==> src/rtl/ffsr_stdp_update_ctrl.sv <==
// ffsr_stdp_update_ctrl: race-logic STDP update controller for one FFSR.
// Timestamps first pre/post spikes per gamma window, then pulses inc/dec.
module ffsr_stdp_update_ctrl #(
    parameter int N         = 8,
    parameter int GAMMA_LEN = 16,
    parameter int TW        = $clog2(GAMMA_LEN),
    parameter int NEAR      = 4
) (
    input  logic         clk,
    input  logic         rst,
    input  logic         gamma_start,
    input  logic         pre_spike,
    input  logic         post_spike,
    input  logic [N-1:0] ffsr_state,
    output logic         inc,
    output logic         incn,
    output logic         dec,
    output logic         decn,
    output logic         busy,
    output logic         upd_done,
    output logic         sat,
    output logic         overrun
);

    typedef enum logic [2:0] {
        S_IDLE,
        S_CAPTURE,
        S_DECIDE,
        S_PULSE,
        S_SETTLE
    } state_t;

    state_t        r_state;
    state_t        w_next;
    logic [TW-1:0] r_t;
    logic [TW-1:0] r_pre_t;
    logic [TW-1:0] r_post_t;
    logic          r_pre_seen;
    logic          r_post_seen;
    logic          r_dir;
    logic [1:0]    r_steps;
    logic          r_inc;
    logic          r_incn;
    logic          r_dec;
    logic          r_decn;
    logic          r_done;
    logic          r_sat;
    logic          r_ovr;

    logic [TW-1:0] w_delta;
    logic [1:0]    w_steps0;
    logic          w_pot;
    logic          w_dep;
    logic          w_near;
    logic          w_dir;
    logic          w_want;
    logic          w_blk;
    logic          w_fire;
    logic          w_start;
    logic          w_inc_d;
    logic          w_dec_d;
    logic          w_done_d;
    logic          w_sat_d;
    logic          w_ovr_d;
    logic          w_unused;

    // Only the end stages matter for saturation.
    assign w_unused = ^ffsr_state[N-2:1];

    assign w_delta  = r_post_t - r_pre_t;
    assign w_pot    = r_pre_seen && r_post_seen && (r_pre_t <= r_post_t);
    assign w_dep    = r_post_seen && (!r_pre_seen || (r_post_t < r_pre_t));
    assign w_near   = (int'(w_delta) < NEAR);
    assign w_steps0 = (w_pot && w_near) ? 2'd2 : 2'd1;
    assign w_dir    = (r_state == S_DECIDE) ? w_pot : r_dir;
    assign w_want   = ((r_state == S_DECIDE) && (w_pot || w_dep)) ||
                      ((r_state == S_SETTLE) && (r_steps != 2'd0));
    assign w_blk    = w_dir ? ffsr_state[N-1] : ffsr_state[0];
    assign w_fire   = w_want && !w_blk;
    assign w_start  = gamma_start &&
                      ((r_state == S_IDLE) || (r_state == S_CAPTURE));
    assign busy     = (r_state != S_IDLE);

    assign inc      = r_inc;
    assign incn     = r_incn;
    assign dec      = r_dec;
    assign decn     = r_decn;
    assign upd_done = r_done;
    assign sat      = r_sat;
    assign overrun  = r_ovr;

    // State register
    always_ff @(posedge clk) begin
        if (rst) r_state <= S_IDLE;
        else     r_state <= w_next;
    end

    // Next-state logic
    always_comb begin
        w_next = r_state;
        unique case (r_state)
            S_IDLE: begin
                if (gamma_start) w_next = S_CAPTURE;
            end
            S_CAPTURE: begin
                if (gamma_start)
                    w_next = S_CAPTURE;
                else if (r_t == TW'(GAMMA_LEN - 1))
                    w_next = S_DECIDE;
            end
            S_DECIDE, S_SETTLE: begin
                w_next = w_fire ? S_PULSE : S_IDLE;
            end
            S_PULSE: begin
                w_next = S_SETTLE;
            end
            default: w_next = S_IDLE;
        endcase
    end

    // Output decode, registered one cycle later
    always_comb begin
        w_inc_d  = w_fire && w_dir;
        w_dec_d  = w_fire && !w_dir;
        w_done_d = ((r_state == S_DECIDE) || (r_state == S_SETTLE)) && !w_fire;
        w_sat_d  = w_want && w_blk;
        w_ovr_d  = gamma_start && ((r_state == S_DECIDE) ||
                                   (r_state == S_PULSE)  ||
                                   (r_state == S_SETTLE));
    end

    // Output flops; complements kept as separate flops
    always_ff @(posedge clk) begin
        if (rst) begin
            r_inc  <= 1'b0;
            r_incn <= 1'b1;
            r_dec  <= 1'b0;
            r_decn <= 1'b1;
            r_done <= 1'b0;
            r_sat  <= 1'b0;
            r_ovr  <= 1'b0;
        end else begin
            r_inc  <= w_inc_d;
            r_incn <= ~w_inc_d;
            r_dec  <= w_dec_d;
            r_decn <= ~w_dec_d;
            r_done <= w_done_d;
            r_sat  <= w_sat_d;
            r_ovr  <= w_ovr_d;
        end
    end

    // Spike timestamp capture and remaining-step bookkeeping
    always_ff @(posedge clk) begin
        if (rst) begin
            r_t         <= '0;
            r_pre_t     <= '0;
            r_post_t    <= '0;
            r_pre_seen  <= 1'b0;
            r_post_seen <= 1'b0;
            r_dir       <= 1'b0;
            r_steps     <= 2'd0;
        end else begin
            if (w_start) begin
                r_pre_seen  <= pre_spike;
                r_post_seen <= post_spike;
                r_pre_t     <= '0;
                r_post_t    <= '0;
                r_t         <= TW'(1);
            end else if (r_state == S_CAPTURE) begin
                if (pre_spike && !r_pre_seen) begin
                    r_pre_seen <= 1'b1;
                    r_pre_t    <= r_t;
                end
                if (post_spike && !r_post_seen) begin
                    r_post_seen <= 1'b1;
                    r_post_t    <= r_t;
                end
                r_t <= r_t + TW'(1);
            end
            if (r_state == S_DECIDE) begin
                r_dir   <= w_pot;
                r_steps <= w_fire ? (w_steps0 - 2'd1) : 2'd0;
            end else if (r_state == S_SETTLE) begin
                r_steps <= w_fire ? (r_steps - 2'd1) : 2'd0;
            end
        end
    end

endmodule

==> config.mk <==
export PLATFORM = sky130hd
export DESIGN_NAME = ffsr_stdp_update_ctrl
export DESIGN_NICKNAME = d
export VERILOG_FILES = /design/src/rtl/ffsr_stdp_update_ctrl.sv
export SDC_FILE = /design/constraint.sdc
export NUM_CORES = 1
export LEC_CHECK = 0
export CAP_MARGIN = 40
export CORE_ASPECT_RATIO = 0.9
export CORE_MARGIN = 8
export CORE_UTILIZATION = 52
export DETAILED_ROUTE_END_ITERATION = 8
export GPL_ROUTABILITY_DRIVEN = 1
export PLACE_DENSITY = 0.87
export SKIP_LAST_GASP = 1
export SYNTH_ARGS = -nofsm -noshare
export SYNTH_HDL_FRONTEND = slang
export SYNTH_SLANG_ARGS = --single-unit
==> constraint.sdc <==
create_clock -name clk -period 2.45 [get_ports clk]
set_clock_uncertainty 0.1 [all_clocks]
set_input_delay 0.49 -clock clk [delete_from_list [all_inputs] [get_ports clk]]
set_output_delay 0.49 -clock clk [all_outputs]
set_load 0.03 [all_outputs]
==> impl_metrics.yaml <==
drt:
  met3WireLength_um: 132
  dr.pass1.iters: 4
  drc: 0
  vias_per_cell: 5.52
  dr.max_layer_used: "met4"
  avgRoutedWirePerCell_um: 13.8
  wl_um: 2440
  dr_total_vias: 971
  drt_iter0_drc: 57
  antenna_left: 0
  route.met2.wl_um: 1190
  wl_met1_um: 1090
clock_tree:
  ctsHoldBuffers: 0
  cts_buffer_depth: 2
  cts_root_buf: "clkbuf_4"
  cts.sinks: 27
  insertion_delay_ns: 0.33
  cts_tree: "done"
  clk_pin_slew_ns: 0.15
  cts_htree_levels: 1
  cts_buffers: 3
timing:
  setup_viol: 0
  hold_viol_final: 0
  fmax_mhz: 429
  rsz0062_at_grt: "false"
  fin_crit_ns: 2.33
  max_slew_margin: 0.659
  slew_viol_final: 0
  post-route-period-util: 0.952
  tns_ns: 0
  worst_pin_slew_ns: 0.510
synthesis:
  yosys_warnings: 0
  synth_edf_count: 0
  synth.distinct_cells: 39
  ys_ff_latch: 27
  synth_nets: 153
  synthTopCellsByArea: "dfxtp_1 (42%), mux2i_1 (7.7%), ha_1 (5.8%), nor2_1 (5.5%), inv_1 (3.2%)"
  synth_top_area_frac: 0.418
  async_flop_share: 0
  syn_avg_cell_area_um2: 9.65
  syn-cell-area_um2: 1290
  synthCells: 134
  synth_most_common_cell: "dfxtp_1"
  synth_seq_area_share: 0.418
  synth_area_leader_cell: "dfxtp_1"
  ys_top_cells_by_count: "dfxtp_1 (27), nor2_1 (19), inv_1 (11)"
  ys.flop_type: "dfxtp_1"
global_routing:
  grt_pass1_wl_um: 4120
  antenna_found_initial: 0
  grt_max_degree: 16
  grt_usage: 0.118
  first_global_vias: 982
  gr-total-overflow: 0
layout:
  drive_gt1_frac: 0.0878
  diodes: 0
  synthToLayoutAreaGrowth_pct: 14.0
  final_net_count: 168
  stdcell_area_um2: 1470
hold_path:
  min_path_type: "flip-flop to flip-flop"
worst_setup_path:
  cp-end-kind: "output port"
  path_max_fanout: 10
  cpPeakStageDelay_ns: 0.60
  worstSetupStartpointType: "flip-flop"
  path_cells: "or3_1 > clkdlybuf4s50_1"
  crit_type: "flip-flop to output port"
  cp_slowest_cell: "clkdlybuf4s50_1"
  required_ns: 1.86
  arrival_ns: 1.74
pwr:
  leakagePower_uw: 0.000583
  power.density_nw_per_um2: 491
  irDropWorstVdd_mv: 0.446
place:
  io_buffers: 14
  dpl_cell_area_um2: 1450
  gp_congestion: 0.842
  dp_hpwl_um: 1880
die:
  die_area_um2: 4340
  start_util: 0.538
  rows: 17
  ioPinCount: 21
  die_x_um: 68.6
  core_area_um2: 2400
  fp.dieH_um: 63.3
run_status:
  status: "finished, final reports clean"
job:
  cap_violations: 0
-- area by class of cell --
type / instances / area (um^2)
Sequential cell: 27 / 542
Fill cell: 212 / 930
Timing Repair Buffer: 15 / 148
Clock inverter: 1 / 5.00
Multi-Input combinational cell: 91 / 681
Tap cell: 28 / 35.0
Inverter: 11 / 41.3
Clock buffer: 3 / 22.5
-- sequential cells by signal, indices dropped and copies added, names as in the netlist --
| register | cells |
|---|---|
| r_dir | 1 |
| sat | 1 |
| r_t | 4 |
| decn | 1 |
| r_pre_seen | 1 |
| overrun | 1 |
| upd_done | 1 |
| dec | 1 |
| r_steps | 2 |
| r_state | 3 |
| r_pre_t | 4 |
| incn | 1 |
| r_post_t | 4 |
| inc | 1 |
| r_post_seen | 1 |
-- power breakdown --
group	internal (uW)	switching, uW
Sequential	447	12.6
Combinational	38.2	40.0
Clock	61.2	125
Total	547	177
-- cells by family after synthesis --
group / share of synthesized area
simple gates: 0.227
flops: 0.418
compound gates: 0.127
buf+inv: 0.0552
mux: 0.0949
fa+ha+maj: 0.0581
xor+xnor: 0.0203
-- layer usage --
| layer | GRT usage | vias up |
|---|---|---|
| met5 | 0 | - |
| met2 | 0.206 | 15 |
| met4 | 0.0205 | 0 |
| li1 | - | 496 |
| met3 | 0.0459 | 2 |
| met1 | 0.130 | 458 |
-- layout by cell type (no fill, tap or decap), types with 2 or more instances in the layout --
cell and count:
dfxtp_1 26, nor2_1 19, clkdlybuf4s50_1 14, inv_1 11, mux2i_1 10, nand2_1 6
ha_1 6, a21oi_1 5, nor2b_1 4, nand3b_1 4, a22oi_1 3, nand4_1 3
clkbuf_4 3, a211oi_1 2, o21ai_0 2, xor2_1 2, nor3_1 2, or4_1 2
nor3b_1 2
-- critical path: cells and delay by family, from the launching register on --
kind / cells / cell delay, ns
buffers and inverters: 1 / 0.60
flip-flops: 1 / 0.44
AND/OR/NAND/NOR: 1 / 0.38
-- worst paths after layout --
check,start,to,slack [ns],cells past startpoint
setup / recovery,r_state[0],busy,0.12,2
hold / removal,r_steps[1],r_steps[1],0.41,2
setup reg to reg,r_pre_t[1],r_state[0],0.27,8
hold reg to reg,r_steps[1],r_steps[1],0.41,2
-- metrics by stage --
step	hold WS [ns]	power, uW	setup WS [ns]	std cells	utilization
3_3_place_gp	0.367	543	0.345	172	0.601
6_report	0.412	724	0.118	176	0.613
4_1_cts	0.415	734	0.0286	176	0.613
2_1_floorplan	0.354	521	0.440	134	-
5_1_grt	0.442	756	0.0633	176	0.613
3_5_place_dp	0.385	547	0.292	172	0.601
-- timing repair --
action	CTS	global route
endpoints found under the setup margin	0	1
setup buffers	0	0
resized for setup	0	1
endpoints found under the hold margin	0	0
Power figures use the tool's default switching activity.
